## src/rtl/xor_parity_accumulator.sv

```systemverilog
// Multi-lane XOR/parity engine: per-word XOR or whole-frame running XOR, with
// valid/ready handshakes on both sides and a saturating frame beat counter.

module xpa_lane #(
    parameter int WIDTH = 8
) (
    input  logic             first_i,
    input  logic [WIDTH-1:0] acc_i,
    input  logic [WIDTH-1:0] data_i,
    output logic [WIDTH-1:0] z_o,
    output logic             p_o
);
    // A frame's first beat starts from zero, so stale accumulator contents never leak in.
    assign z_o = (first_i ? '0 : acc_i) ^ data_i;
    assign p_o = ^z_o;
endmodule

module xor_parity_accumulator #(
    parameter int WIDTH = 8,
    parameter int LANES = 4,
    parameter int CNT_W = 8
) (
    input  logic                   CLK,
    input  logic                   RN,
    input  logic                   MODE,
    input  logic                   IN_VALID,
    output logic                   IN_READY,
    input  logic [LANES*WIDTH-1:0] IN_DATA,
    input  logic                   IN_LAST,
    output logic                   OUT_VALID,
    input  logic                   OUT_READY,
    output logic [LANES*WIDTH-1:0] OUT_Z,
    output logic [LANES-1:0]       OUT_P,
    output logic [CNT_W-1:0]       OUT_CNT,
    output logic                   OUT_OVF
);
    typedef enum logic [1:0] {IDLE, ACC, HOLD} state_t;

    localparam logic [CNT_W-1:0] CNT_MAX = '1;
    localparam logic [CNT_W-1:0] CNT_ONE = CNT_W'(1);

    state_t                        state_q, state_d;
    logic [LANES-1:0][WIDTH-1:0]   acc_q, acc_d;
    logic [CNT_W-1:0]              cnt_q, cnt_d;
    logic                          ovf_q, ovf_d;
    logic                          mode_q, mode_d;
    logic [LANES-1:0][WIDTH-1:0]   out_z_q, out_z_d;
    logic [LANES-1:0]              out_p_q, out_p_d;
    logic [CNT_W-1:0]              out_cnt_q, out_cnt_d;
    logic                          out_ovf_q, out_ovf_d;
    logic                          out_vld_q, out_vld_d;

    logic [LANES-1:0][WIDTH-1:0]   data_w, z_next;
    logic [LANES-1:0]              p_next;
    logic                          fire, first, mode_eff;
    logic [CNT_W-1:0]              cnt_base, cnt_inc;
    logic                          cnt_sat, ovf_inc;

    assign data_w   = IN_DATA;
    assign IN_READY = (state_q == HOLD) ? OUT_READY : 1'b1;
    assign fire     = IN_VALID & IN_READY;
    assign first    = (state_q != ACC);
    assign mode_eff = first ? MODE : mode_q;

    assign cnt_base = first ? '0 : cnt_q;
    assign cnt_sat  = (cnt_base == CNT_MAX);
    assign cnt_inc  = cnt_sat ? cnt_base : cnt_base + CNT_ONE;
    assign ovf_inc  = (first ? 1'b0 : ovf_q) | cnt_sat;

    for (genvar k = 0; k < LANES; k++) begin : g_lane
        xpa_lane #(.WIDTH(WIDTH)) u_lane (
            .first_i (first),
            .acc_i   (acc_q[k]),
            .data_i  (data_w[k]),
            .z_o     (z_next[k]),
            .p_o     (p_next[k])
        );
    end

    always_comb begin
        state_d   = state_q;
        acc_d     = acc_q;
        cnt_d     = cnt_q;
        ovf_d     = ovf_q;
        mode_d    = mode_q;
        out_z_d   = out_z_q;
        out_p_d   = out_p_q;
        out_cnt_d = out_cnt_q;
        out_ovf_d = out_ovf_q;
        out_vld_d = out_vld_q;
        if (fire) begin
            if (first) mode_d = MODE;
            if (!mode_eff || IN_LAST) begin
                out_z_d   = z_next;
                out_p_d   = p_next;
                out_cnt_d = cnt_inc;
                out_ovf_d = ovf_inc;
                out_vld_d = 1'b1;
                acc_d     = '0;
                cnt_d     = '0;
                ovf_d     = 1'b0;
                state_d   = HOLD;
            end else begin
                // Any held result was consumed on this same edge (fire implies OUT_READY in HOLD).
                acc_d     = z_next;
                cnt_d     = cnt_inc;
                ovf_d     = ovf_inc;
                out_vld_d = 1'b0;
                state_d   = ACC;
            end
        end else if (state_q == HOLD && OUT_READY) begin
            out_vld_d = 1'b0;
            state_d   = IDLE;
        end
    end

    always_ff @(posedge CLK or negedge RN) begin
        if (!RN) begin
            state_q   <= IDLE;
            acc_q     <= '0;
            cnt_q     <= '0;
            ovf_q     <= 1'b0;
            mode_q    <= 1'b0;
            out_z_q   <= '0;
            out_p_q   <= '0;
            out_cnt_q <= '0;
            out_ovf_q <= 1'b0;
            out_vld_q <= 1'b0;
        end else begin
            state_q   <= state_d;
            acc_q     <= acc_d;
            cnt_q     <= cnt_d;
            ovf_q     <= ovf_d;
            mode_q    <= mode_d;
            out_z_q   <= out_z_d;
            out_p_q   <= out_p_d;
            out_cnt_q <= out_cnt_d;
            out_ovf_q <= out_ovf_d;
            out_vld_q <= out_vld_d;
        end
    end

    assign OUT_VALID = out_vld_q;
    assign OUT_Z     = out_z_q;
    assign OUT_P     = out_p_q;
    assign OUT_CNT   = out_cnt_q;
    assign OUT_OVF   = out_ovf_q;
endmodule
```

## config.mk

```make
export PLATFORM = sky130hd
export DESIGN_NAME = xor_parity_accumulator
export DESIGN_NICKNAME = d
export VERILOG_FILES = /design/src/rtl/xor_parity_accumulator.sv
export SDC_FILE = /design/constraint.sdc
export NUM_CORES = 1
export LEC_CHECK = 0
export BUFFER_PORTS_ARGS = -buffer_cell sky130_fd_sc_hd__buf_2
export CELL_PAD_IN_SITES_DETAIL_PLACEMENT = 0
export CELL_PAD_IN_SITES_GLOBAL_PLACEMENT = 2
export CORE_MARGIN = 3
export CORE_UTILIZATION = 25
export DETAILED_ROUTE_END_ITERATION = 10
export PLACE_DENSITY_LB_ADDON = 0.3
export SETUP_SLACK_MARGIN = 0.05
export SLEW_MARGIN = 40
export SYNTH_ARGS = -nofsm -noshare
export SYNTH_HDL_FRONTEND = slang
export SYNTH_SLANG_ARGS = --single-unit
```

## constraint.sdc

```tcl
create_clock -name CLK -period 2.1 [get_ports CLK]
set_clock_uncertainty 0.2 [all_clocks]
set_input_delay 0 -clock CLK [delete_from_list [all_inputs] [get_ports CLK]]
set_output_delay 0 -clock CLK [all_outputs]
set_load 0.01 [all_outputs]
```

== Yosys cells after proc, flatten, opt, wreduce, memory -nomap -nowiden ==
Index checks and enable logic that the tools add are counted.

* Add/sub/neg operators: 1
* Equal/unequal tests: 3
* Mux-type cells: 18
* Bitwise operators: 6
* Reductions and logical operators: 9

{| class="wikitable"
|+ Operators with widths
! kind !! count
|-
| two-way mux 8 bit || 7
|-
| two-way mux 32 bit || 1
|-
| parity 8 bit || 4
|-
| bitwise XOR 8 bit || 4
|-
| adder 8 x 1 -> 8 bit (second input constant) || 1
|-
| == test 8 bit (second input constant) || 1
|-
| two-way mux 1 bit || 7
|-
| two-way mux 2 bit || 3
|-
| == test 2 bit (second input constant) || 1
|-
| != test 2 x 1 -> 1 bit (second input constant) || 1
|-
| AND reduction 2 bit || 1
|-
| nonzero test 2 bit || 1
|-
| bitwise AND 1 bit || 1
|-
| logical AND 1 bit || 1
|-
| logical NOT 1 bit || 1
|-
| logical OR 1 bit || 1
|-
| bitwise OR 1 bit || 1
|}

* Register bits after elaboration: 90
* Input port bits: 38
* Word-level logic and storage cells: 53

== Logic depth before layout (Yosys ltp) ==
Gate-level depths: netlist of the first run.

* Depth in word-level cells: 6
* Gate-level depth with buffers: 8

== By module ==
A second synthesis of the first run with hierarchy kept.

* Cells, all modules: 433
* Area total of the unflattened synthesis: 4765.8 µm²

{| class="wikitable"
|+ Modules (own cells, without submodules)
! module !! times used !! cells an instance !! area each (µm²) !! sequential area each (µm²)
|-
| xor_parity_accumulator || 1 || 329 || 3714.8 || 2227.1
|-
| xpa_lane || 4 || 26 || 262.8 || 0.0
|}

== Least setup slack after synthesis of the first run ==
No wires, ideal clock.

* Path kind: register -> register
* Start point: register state_q[1]
* End point: register out_cnt_q[3], in the netlist OUT_CNT[3]
* Setup time: 0.121 ns
* Arrival time: 1.641 ns
* Data required time: 1.779 ns
* Path slack: 0.138 ns
* Stages on the path, launching flop included: 8
* Clock period less this slack: 1.962 ns
* Cells stage by stage: dfrtp_1 -> or3b_1 -> and2_1 -> buf_6 -> o21ai_4 -> buf_6 -> nor2_1 -> a22o_1

* Elaborated cells between the ends (all ways): 12

{| class="wikitable"
|+ RTL lines
! what !! RTL line !! RTL
|-
| start: declaration || 42 || <nowiki>state_t state_q, state_d;</nowiki>
|-
| start signal: assignment || 130 || <nowiki>state_q <= state_d;</nowiki>
|-
| == test 2 bit || 60 || <nowiki>assign IN_READY = (state_q == HOLD) ? OUT_READY : 1'b1;</nowiki>
|-
| two-way mux 1 bit || 60 ||
|-
| named net IN_READY || 27 || <nowiki>output logic IN_READY,</nowiki>
|-
| bitwise AND 1 bit || 61 || <nowiki>assign fire = IN_VALID & IN_READY;</nowiki>
|-
| AND reduction 2 bit (no source line) || - ||
|-
| end signal: assignment || 137 || <nowiki>out_cnt_q <= out_cnt_d;</nowiki>
|-
| end: declaration || 49 || <nowiki>logic [CNT_W-1:0] out_cnt_q, out_cnt_d;</nowiki>
|}

The timed path passes the listed nets, and every way through them passes these cells.
A chain may end at the register's enable or synchronous reset.

== Worst setup path after layout of the first run ==
* Start point: register state_q[0]
* End point: register out_cnt_q[4], in the netlist OUT_CNT[4]

* Word-level cells in the longest chain between the ends: 5
* Elaborated cells between the ends (all ways): 12

{| class="wikitable"
|+ RTL lines
! what
|-
| parallel branches: the longest is 5 deep, another holds adder 8 x 1 -> 8 bit
|}

Parallel ways; which one is timed is not known.

==> results of run 1 <==
metrics by stage:
step | setup TNS [ns] | hold slack, ns | util, % | instances | power, W
after floorplan | 0 | -0.4956 | - | 570 | 0.003164
after global placement | 0 | -0.2587 | 29.97 | 912 | 0.003697
after detailed placement | -0.1705 | -0.2569 | 29.97 | 912 | 0.003720
after CTS | 0 | 0.03537 | 33.45 | 966 | 0.005490
after global routing | 0 | 0.04863 | 33.95 | 971 | 0.005808
final | 0 | 0.02154 | 33.95 | 971 | 0.005456
synthesized netlist by cell type, types with 2 or more instances:
cell        n
xor2_1     44
clkbuf_2    2
nor3_1      2
nand2_1   145
clkbuf_1    6
buf_6       7
nand3_1     9
nand2b_1    2
o21ai_0    64
buf_2      18
a21oi_1    13
dfrtp_1    89
inv_1       2
a31oi_1     5
or4_1       4
a22o_1     33
nor2_1     14
o41ai_1     3
o21ai_1     8
xnor2_1    74
o31ai_1     3
o211ai_1    5
o22ai_1     2
state kept, by name (all words and copies together), names as in the netlist:
name / count
OUT_Z: 32
acc_q: 32
OUT_CNT: 8
cnt_q: 8
OUT_P: 4
state_q: 2
OUT_OVF: 1
mode_q: 1
ovf_q: 1
how the worst min path moves through the flow:
stage,from,end,cells after the start
2_1_floorplan,RN,OUT_CNT[0],0
3_3_place_gp,RN,OUT_Z[4],1
3_5_place_dp,RN,OUT_Z[4],1
4_1_cts,RN,OUT_Z[24],3
5_1_grt,RN,OUT_Z[25],3
6_report,RN,acc_q[3],3
cell families after synthesis:
kind of cell | after synthesis
AND/OR/NAND/NOR | 185
AO/OA/AOI/OAI | 140
XOR/XNOR | 118
flip-flops | 89
buffers and inverters | 36
multiplexers | 2
repair_timing:
action	4_1_cts	5_1_grt
hold buffers	38	0
gates cloned	0	3
hold endpoints to repair	161	0
setup buffers	1	2
gates resized for setup	2	13
endpoints found under the setup margin	49	68
pin swaps	1	1
final cells by class:
cell class / instances / area, um^2
fill: 2064 / 13110
multi-input combinational: 446 / 2759
sequential: 89 / 2228
timing repair buffer: 154 / 1115
tap: 265 / 331.6
clock buffer: 12 / 256.5
clock inverter: 3 / 40.04
inverter: 2 / 7.507
worst reg2reg max path, stage by stage, from the launching register on:
cell and delay, ns:
dfrtp_2 0.44, or3b_1 0.42, and2_4 0.22, o21ai_4 0.14, buf_4 0.17, buf_4 0.15, o21ai_0 0.10
per-layer routing:
layer	wire (um)	share of wire, %	GRT usage (%)	vias up
li1	-	-	-	2195
met1	7347	50	18.66	2089
met2	6617	45	20.95	72
met3	542	3.7	2.362	12
met4	204	1.4	4.394	0
met5	0	0	0	-
power by group through the flow:
stage | clock network (W) | logic, W | registers [W]
finish | 0.00169 | 0.00155 | 0.00222
global route | 0.00181 | 0.00174 | 0.00226
CTS | 0.00173 | 0.00154 | 0.00222
detailed placement | 0 | 0.00148 | 0.00224
global placement | 0 | 0.00145 | 0.00224
floorplan | 0 | 0.000887 | 0.00228
==> results.tsv, run 1 <==
stage	metric	value	unit
drt	drt pass-1 iters	4	
logic_synthesis	YS warnings	0	
power_and_ir_drop	Int Pwr	0.003699	W
logic_synthesis	top-area cell type share of the netlist area	43.19	%
clock_tree	Clock Latency Late Sink	0.35	ns
power_and_ir_drop	Flop pwr share	40.6	%
setup_path	Worst Setup SP	state_q[0]	
setup_path	r2r worst-path depth	6	
drt	Post-Route WL	14.71	mm
power_and_ir_drop	logic gate share of total power	28.4	%
floorplanning	Die Y	149.6	um
setup_path	launch point of the worst reg-to-reg path	state_q[0]	
cells_and_area	share of cells above drive strength 1	20.11	%
logic_synthesis	largest family of logic cells by synthesized area	XOR/XNOR gates	
setup_path	CP Class	reg2reg	
setup_path	CP dominant cell by count	buf_4	
timing	relative slew slack	66.17	%
clock_tree	Bufs on Longest Clock Path	2	
timing	final cycle utilization of the critical path	93.32	%
run	max-cap violation count	0	
setup_path	worst r2r dst	OUT_CNT[4]	
global_routing	initial antenna violation count	0	
power_and_ir_drop	Switching Share	32.19	%
timing	Peak Freq	0.5103	GHz
logic_synthesis	Syn Nets	608	
logic_synthesis	post-synthesis compound-gate area fraction	17.25	%
power_and_ir_drop	worst vdd ir	0.4145	mV
logic_synthesis	Synth Area in XOR/XNOR	20.04	%
logic_synthesis	sequential area share after synthesis	43.19	%
logic_synthesis	count of cell types in the netlist	39	
placed_design	Buffers on Ports	84	
global_routing	first-pass GRT wire length	23.63	mm
clock_tree	CTS root buf	clkbuf_16	
drt	DRT iter0 DRCs	180	
drt	drt wl/cell	15.15	um
floorplanning	Starting Density	25.98	%
setup_path	Top Family by Delay on Critical Path	simple AND/OR/NAND/NOR gates	
power_and_ir_drop	LEAKAGE	2.890	nW
logic_synthesis	Async SR Flop Fraction	100.0	%
drt	post-DR vias/cell	4.498	
logic_synthesis	area leader, netlist	dfrtp_1	
logic_synthesis	Adder-Cell Fraction of Synth Area	0	%
cells_and_area	number of diodes	0	
cells_and_area	Area Overhead vs Synth	30.67	%
floorplanning	die span in x	149.6	um
placed_design	dpl hpwl	9.895	mm
setup_path	slowest CP cell	dfrtp_2	
clock_tree	CTS tree	yes	
timing	minimum clock period	1.960	ns
drt	Final ANT Viol Nets	0	
clock_tree	CTS clk-pin slew, worst paths	0.07	ns
global_routing	GRT overflow	0	
placed_design	DP Worst Slack	-0.06974	ns
setup_path	crit end category	flop	
drt	DRC Markers	0	
setup_path	Max FO, Critical Path	10	
cells_and_area	leading cell type in the layout, fill and taps excluded	nand2_1	
logic_synthesis	Seq cells post-synth	89	
logic_synthesis	proportion of synthesized area in mux cells	0.6552	%
floorplanning	IO Pins	85	
run_status	status	finished, final reports clean	
global_routing	Global Route Usage Sum	13.35	%
setup_path	worst path bufs/invs	2	
clock_tree	H-tree depth	3	
placed_design	placed inst area	0.005947	mm^2
logic_synthesis	largest cells by area after synthesis	dfrtp_1 (43%), xnor2_1 (13%), nand2_1 (11%)	
logic_synthesis	Syn Inst Count	570	
cells_and_area	most frequent cells in the layout	nand2_1 (145), dfrtp_1 (88), buf_2 (85)	
power_and_ir_drop	PwrDens	809.8	mW/mm^2
timing	final worst slack	0.1402	ns
setup_path	crit path DAT	1.98	ns
logic_synthesis	ys flop type	dfrtp_1	
logic_synthesis	synthesized area	0.005156	mm^2
drt	Via Count	4368	
placed_design	GPL Wtd Cong	0.7862	
setup_path	CP endpoint	OUT_CNT[4]	
worst_hold_path	Hold Crit Class	in2async	
global_routing	vias in the first global route	4405	
floorplanning	# rows	51	
timing	RSZ-0062 raised after global routing	true	
setup_path	startpoint types	flop	
timing	final setup fails	0	
floorplanning	core area	0.01985	mm^2
power_and_ir_drop	clock power share	30.9	%
timing	Least-Margin Pin Slew	0.5074	ns
power_and_ir_drop	Net Sw Power	0.001756	W
setup_path	WP depth	6	
logic_synthesis	Post-synth EDFFs	0	
clock_tree	Sink Count	89	
timing	Max Slew Vio Count	0	
global_routing	largest net degree at the start of global routing	52	
setup_path	critical-path cell list	or3b_1 -> and2_4 -> o21ai_4 -> buf_4 -> buf_4 -> o21ai_0	
cells_and_area	NumNets Final	740	
setup_path	Max stage delay on crit path	0.44	ns
floorplanning	die area	0.02238	mm^2
timing	final hold violation count	0	
clock_tree	TritonCTS Buffers	9	
cells_and_area	design area	0.006738	mm^2
setup_path	Worst EP required	2.12	ns
setup_path	reg2reg setup slack	0.14	ns
logic_synthesis	Post-Synth Simple-Gate Area	14.73	%
logic_synthesis	Syn Area/Cell	9.046	um^2
(Power assumes the default switching activity.)
==> run 2, diff against run 1 <==
CORE_UTILIZATION = 35   (was 25)
==> run 2 against run 1 <==
Worst setup slack worse by 0.038 ns. Die area decreased by 28%. Hold slack worse by 0.016 ns. Global-route usage rose by 4.1 points. Non-clock buffer count is 3 lower. Sequential power is essentially flat. Fmax fell by 1.9%. Total power is 3.4% higher. Largest power group unchanged. Routed wire length is 4.4% lower.
==> results.tsv, run 2 (synthesis results as in run 1) <==
stage	metric	value	unit
drt	met1 WL	6.687	mm
power_and_ir_drop	worst vdd ir	0.3807	mV
clock_tree	H-tree depth	3	
floorplanning	Starting Density	36.44	%
clock_tree	CTS clk-pin slew, worst paths	0.06	ns
drt	drt wl/cell	15.90	um
setup_path	startpoint types	flop	
placed_design	dpl hpwl	9.154	mm
drt	Final ANT Viol Nets	0	
drt	DRT iter0 DRCs	200	
floorplanning	Die Y	127.4	um
floorplanning	# rows	43	
cells_and_area	NumNets Final	738	
cells_and_area	Area Overhead vs Synth	30.09	%
drt	post-DR vias/cell	4.948	
clock_tree	CTS root buf	clkbuf_16	
timing	Least-Margin Pin Slew	0.3959	ns
cells_and_area	Multi-input gate area	0.002804	mm^2
timing	minimum clock period	1.998	ns
drt	Via Count	4379	
clock_tree	TritonCTS Buffers	9	
global_routing	Global Route Usage Sum	17.41	%
worst_hold_path	Hold Crit Class	in2reg	
clock_tree	Sink Count	89	
setup_path	Worst EP required	2.13	ns
cells_and_area	leading cell type in the layout, fill and taps excluded	nand2_1	
cells_and_area	sequential cell area	0.002228	mm^2
drt	top routing layer in use	met4	
floorplanning	die span in x	127.4	um
run	max-cap violation count	0	
cells_and_area	final core utilization	47.40	%
timing	final cycle utilization of the critical path	95.15	%
timing	Peak Freq	0.5005	GHz
setup_path	Max FO, Critical Path	45	
timing	final setup fails	0	
timing	relative slew slack	73.23	%
timing	Max Slew Vio Count	0	
power_and_ir_drop	LEAKAGE	2.951	nW
global_routing	vias in the first global route	4278	
drt	DRC Markers	0	
global_routing	GRT overflow	0	
clock_tree	Clock Latency Late Sink	0.34	ns
floorplanning	core area	0.01415	mm^2
timing	RSZ-0062 raised after global routing	true	
drt	Post-Route WL	14.07	mm
power_and_ir_drop	PwrDens	841.2	mW/mm^2
setup_path	crit end category	flop	
run_status	status	finished, final reports clean	
cells_and_area	most frequent cells in the layout	nand2_1 (144), dfrtp_1 (88), buf_2 (83)	
global_routing	first-pass GRT wire length	22.46	mm
timing	final hold violation count	0	
global_routing	initial antenna violation count	0	
setup_path	crit path DAT	2.03	ns
floorplanning	die area	0.01622	mm^2
clock_tree	Bufs on Longest Clock Path	2	
global_routing	largest net degree at the start of global routing	52	
timing	Fin Hold WS	0.005088	ns
clock_tree	CTS tree	yes	
cells_and_area	number of diodes	0	
drt	drt pass-1 iters	5	
cells_and_area	fill count	1392	
floorplanning	IO Pins	85	
setup_path	CP Class	reg2reg	
drt	DR WL met3	479	um
drt	met2 wire len	6.708	mm
cells_and_area	share of cells above drive strength 1	20.85	%
placed_design	GPL Wtd Cong	0.7518	
placed_design	Buffers on Ports	84	
==> run 2: where the power goes <==
| group | total [W] | internal, W | switching (W) | leakage, nW |
|---|---|---|---|---|
| Clock | 0.00189 | 0.00119 | 0.000695 | 0.172 |
| Combinational | 0.00155 | 0.000741 | 0.000808 | 1.62 |
| Sequential | 0.00221 | 0.00198 | 0.000231 | 1.16 |
| Total | 0.00564 | 0.00391 | 0.00173 | 2.95 |
==> run 2: path summary, 6_finish.rpt <==
path                         endpoint  depth (start not counted)  startpoint  slack [ns]
max reg2reg                 acc_q[23]                          6  state_q[0]        0.10
min in group asynchronous     OUT_OVF                          3          RN        0.02
min reg2reg                 OUT_Z[25]                          2   OUT_Z[25]        0.28
min                          OUT_P[3]                          4     IN_LAST       0.005
max                         acc_q[23]                          6  state_q[0]        0.10
max in group asynchronous  state_q[0]                          3          RN        1.43
==> run 2: final cells by class <==
type                       count  share of cell area, %
clock buffer                  10                  3.563
inverter                       2                 0.1119
sequential                    89                  33.22
clock inverter                 6                  1.567
timing repair buffer         151                  16.38
tap                          180                  3.358
multi-input combinational    447                  41.80
==> run 2: stage by stage <==
stage	instances	area [um^2]	total power [W]	setup TNS (ns)	worst slack (ns)
global route	885	6708	0.005951	0	0.02218
finish	885	6708	0.005643	0	0.1018
floorplan	570	5156	0.003164	0	0.1380
CTS	879	6596	0.005677	0	0.02365
global placement	824	5856	0.003673	0	0.07254
detailed placement	824	5856	0.003714	-0.006837	-0.006035
==> run 2: critical path, cell delays in order (launching register included) <==
cell and delay (ns):
dfrtp_2 0.45, or3b_1 0.43, and2_4 0.23, buf_12 0.20, nand2_1 0.09, o21ai_0 0.08, a22o_1 0.19
==> run 2: per-layer routing <==
metal / up-vias / GRT usage, %
met1: 2080 / 23.58
li1: 2197 / -
met3: 13 / 2.592
met2: 89 / 28.58
met5: - / 0
met4: 0 / 5.868
==> run 2: timing repair <==
action,CTS,global route
pin swaps,1,2
cloned,1,1
hold buffers,37,0
buffers inserted,1,5
hold endpoints to repair,156,0
setup endpoints to repair,29,47
resized for setup,0,13
==> run 3, diff against run 2 <==
--- a/config.mk
+++ b/config.mk
@@ -9,3 +9,3 @@
 export CELL_PAD_IN_SITES_DETAIL_PLACEMENT = 0
-export CELL_PAD_IN_SITES_GLOBAL_PLACEMENT = 2
+export CELL_PAD_IN_SITES_GLOBAL_PLACEMENT = 1
 export CORE_MARGIN = 3
==> constraint.sdc (replaced) <==
create_clock -name CLK -period 1.8 [get_ports CLK]
set_clock_uncertainty 0.2 [all_clocks]
set_input_delay 0 -clock CLK [delete_from_list [all_inputs] [get_ports CLK]]
set_output_delay 0 -clock CLK [all_outputs]
set_load 0.1 [all_outputs]
==> run 3 against run 2 <==
The run now ends with negative setup slack left. Register-to-register slack got worse by 0.24 ns. Non-clock buffer count grew 65. Total power is 49% higher. Clock-buffer cell count grew 5. Hold slack improved by 0.14 ns. Flip-flop and latch count unchanged. Via count up 7.9%. Die area is the same. Fmax is 3.1% higher. Combinational power rose by 150%. Global-route usage up 0.43 points. Critical path depth is 1 higher. Largest cell class unchanged.
==> results.tsv, run 3 (synthesis results as in run 1) <==
stage	metric	value	unit
cells_and_area	Area Overhead vs Synth	53.58	%
setup_path	crit path DAT	1.97	ns
global_routing	first-pass GRT wire length	23.45	mm
power_and_ir_drop	logic gate share of total power	45.5	%
drt	DRT iter0 DRCs	200	
setup_path	Max FO, Critical Path	6	
cells_and_area	most frequent cells in the layout	nand2_1 (103), dfrtp_1 (88), buf_2 (82)	
drt	Final ANT Viol Nets	0	
power_and_ir_drop	Flop pwr share	30.1	%
setup_path	Top Family by Delay on Critical Path	simple AND/OR/NAND/NOR gates	
run_status	status	complete, but fails checks	
drt	DRC Markers	0	
power_and_ir_drop	LEAKAGE	3.588	nW
floorplanning	Starting Density	36.44	%
run_status	failing checks	negative setup slack	
drt	post-DR vias/cell	4.982	
timing	RSZ-0062 raised after global routing	true	
cells_and_area	NumNets Final	801	
setup_path	Worst EP required	1.83	ns
global_routing	initial antenna violation count	0	
power_and_ir_drop	worst vdd ir	0.4995	mV
floorplanning	Die Y	127.4	um
setup_path	startpoint types	flop	
floorplanning	die span in x	127.4	um
floorplanning	core area	0.01415	mm^2
timing	Max Slew Vio Count	0	
drt	drt pass-1 iters	4	
setup_path	worst path bufs/invs	2	
placed_design	dpl hpwl	9.616	mm
clock_tree	H-tree depth	3	
global_routing	GRT overflow	0	
drt	Via Count	4723	
power_and_ir_drop	clock power share	24.4	%
timing	Peak Freq	0.5159	GHz
cells_and_area	share of cells above drive strength 1	38.41	%
clock_tree	CTS tree	yes	
global_routing	largest net degree at the start of global routing	31	
clock_tree	CTS clk-pin slew, worst paths	0.06	ns
floorplanning	# rows	43	
clock_tree	TritonCTS Buffers	9	
clock_tree	Clock Latency Late Sink	0.34	ns
cells_and_area	number of diodes	0	
power_and_ir_drop	Net Sw Power	0.003584	W
setup_path	CP Class	reg2reg	
global_routing	Global Route Usage Sum	17.85	%
timing	final cycle utilization of the critical path	107.7	%
worst_hold_path	Hold Crit Class	in2reg	
floorplanning	die area	0.01622	mm^2
timing	relative slew slack	65.03	%
setup_path	Max stage delay on crit path	0.43	ns
cells_and_area	leading cell type in the layout, fill and taps excluded	nand2_1	
drt	drt wl/cell	15.37	um
run	max-cap violation count	0	
power_and_ir_drop	Int Pwr	0.004810	W
timing	Fin Hold WS	0.1478	ns
setup_path	slowest CP cell	dfrtp_1	
clock_tree	Bufs on Longest Clock Path	2	
cells_and_area	final core utilization	55.96	%
global_routing	vias in the first global route	4735	
placed_design	Buffers on Ports	84	
clock_tree	Sink Count	89	
timing	final hold violation count	0	
floorplanning	IO Pins	85	
clock_tree	CTS root buf	clkbuf_16	
setup_path	crit end category	flop	
power_and_ir_drop	PwrDens	1060	mW/mm^2
timing	minimum clock period	1.939	ns
drt	Post-Route WL	14.57	mm
timing	final worst slack	-0.1385	ns
setup_path	critical-path cell list	or3b_4 -> and2_4 -> buf_12 -> clkbuf_16 -> nand2_4 -> o21ai_2 -> a22o_1	
power_and_ir_drop	Switching Share	42.70	%
placed_design	GPL Wtd Cong	0.7879	
timing	Least-Margin Pin Slew	0.5281	ns
cells_and_area	fill count	1272	
timing	final setup fails	85	
run 3: what timing repair did:
| action | CTS | global route |
|---|---|---|
| hold buffers | 38 | 0 |
| setup buffers | 10 | 6 |
| gates resized for setup | 81 | 106 |
| endpoints found under the setup margin | 89 | 90 |
| hold endpoints to repair | 160 | 0 |
| cloned | 2 | 5 |
| pin swaps | 17 | 42 |
run 3: worst paths after layout:
kind                        startpoint    endpoint  slack, ns  cells after the start
setup / recovery            state_q[0]    acc_q[7]      -0.14                      7
setup reg to reg            state_q[0]    acc_q[7]      -0.14                      7
hold / removal             IN_DATA[25]    OUT_P[3]       0.15                      6
max in group asynchronous           RN   OUT_Z[15]       0.36                      4
min in group asynchronous           RN  OUT_CNT[3]       0.48                      3
hold reg to reg               OUT_Z[4]    OUT_Z[4]       0.28                      2
run 3: worst register-to-register path: stages, from the launching register on:
cell and delay, ns:
dfrtp_1 0.43, or3b_4 0.40, and2_4 0.18, buf_12 0.15, clkbuf_16 0.17, nand2_4 0.06, o21ai_2 0.05, a22o_1 0.19
run 3: stage by stage:
stage	area [um^2]	setup TNS (ns)	std cells	total power, W	setup slack [ns]
3_5_place_dp	6243	-6.959	872	0.005908	-0.1443
6_report	7919	-5.761	948	0.008394	-0.1385
4_1_cts	7346	-2.926	938	0.008225	-0.1015
2_1_floorplan	5180	-42.16	570	0.005071	-0.5414
5_1_grt	7919	-10.87	948	0.008791	-0.2029
3_3_place_gp	6243	-3.826	872	0.005866	-0.09845
run 3: power groups by stage:
stage,Combinational (W),Sequential [W],Clock [W]
6_report,0.00382,0.00252,0.00205
5_1_grt,0.00406,0.00256,0.00217
4_1_cts,0.00361,0.00251,0.00210
3_5_place_dp,0.00337,0.00254,0
3_3_place_gp,0.00334,0.00253,0
2_1_floorplan,0.00108,0.00399,0
run 3: area by class of cell:
class | count | area [um^2] | area share, %
clock inverters | 1 | 30.03 | 0.3792
clock buffers | 15 | 297.8 | 3.760
inverters | 2 | 7.507 | 0.09480
multi-input cells | 445 | 3258 | 41.14
repair buffers | 216 | 1869 | 23.61
well taps | 180 | 225.2 | 2.844
flip-flops and latches | 89 | 2231 | 28.17
run 3: layer usage:
layer / wire length [um] / global-route usage (%) / up-vias
met4: 298 / 5.741 / 0
met2: 7292 / 31.12 / 90
met5: 0 / 0 / -
li1: - / - / 2316
met1: 6500 / 22.65 / 2296
met3: 479 / 2.759 / 21
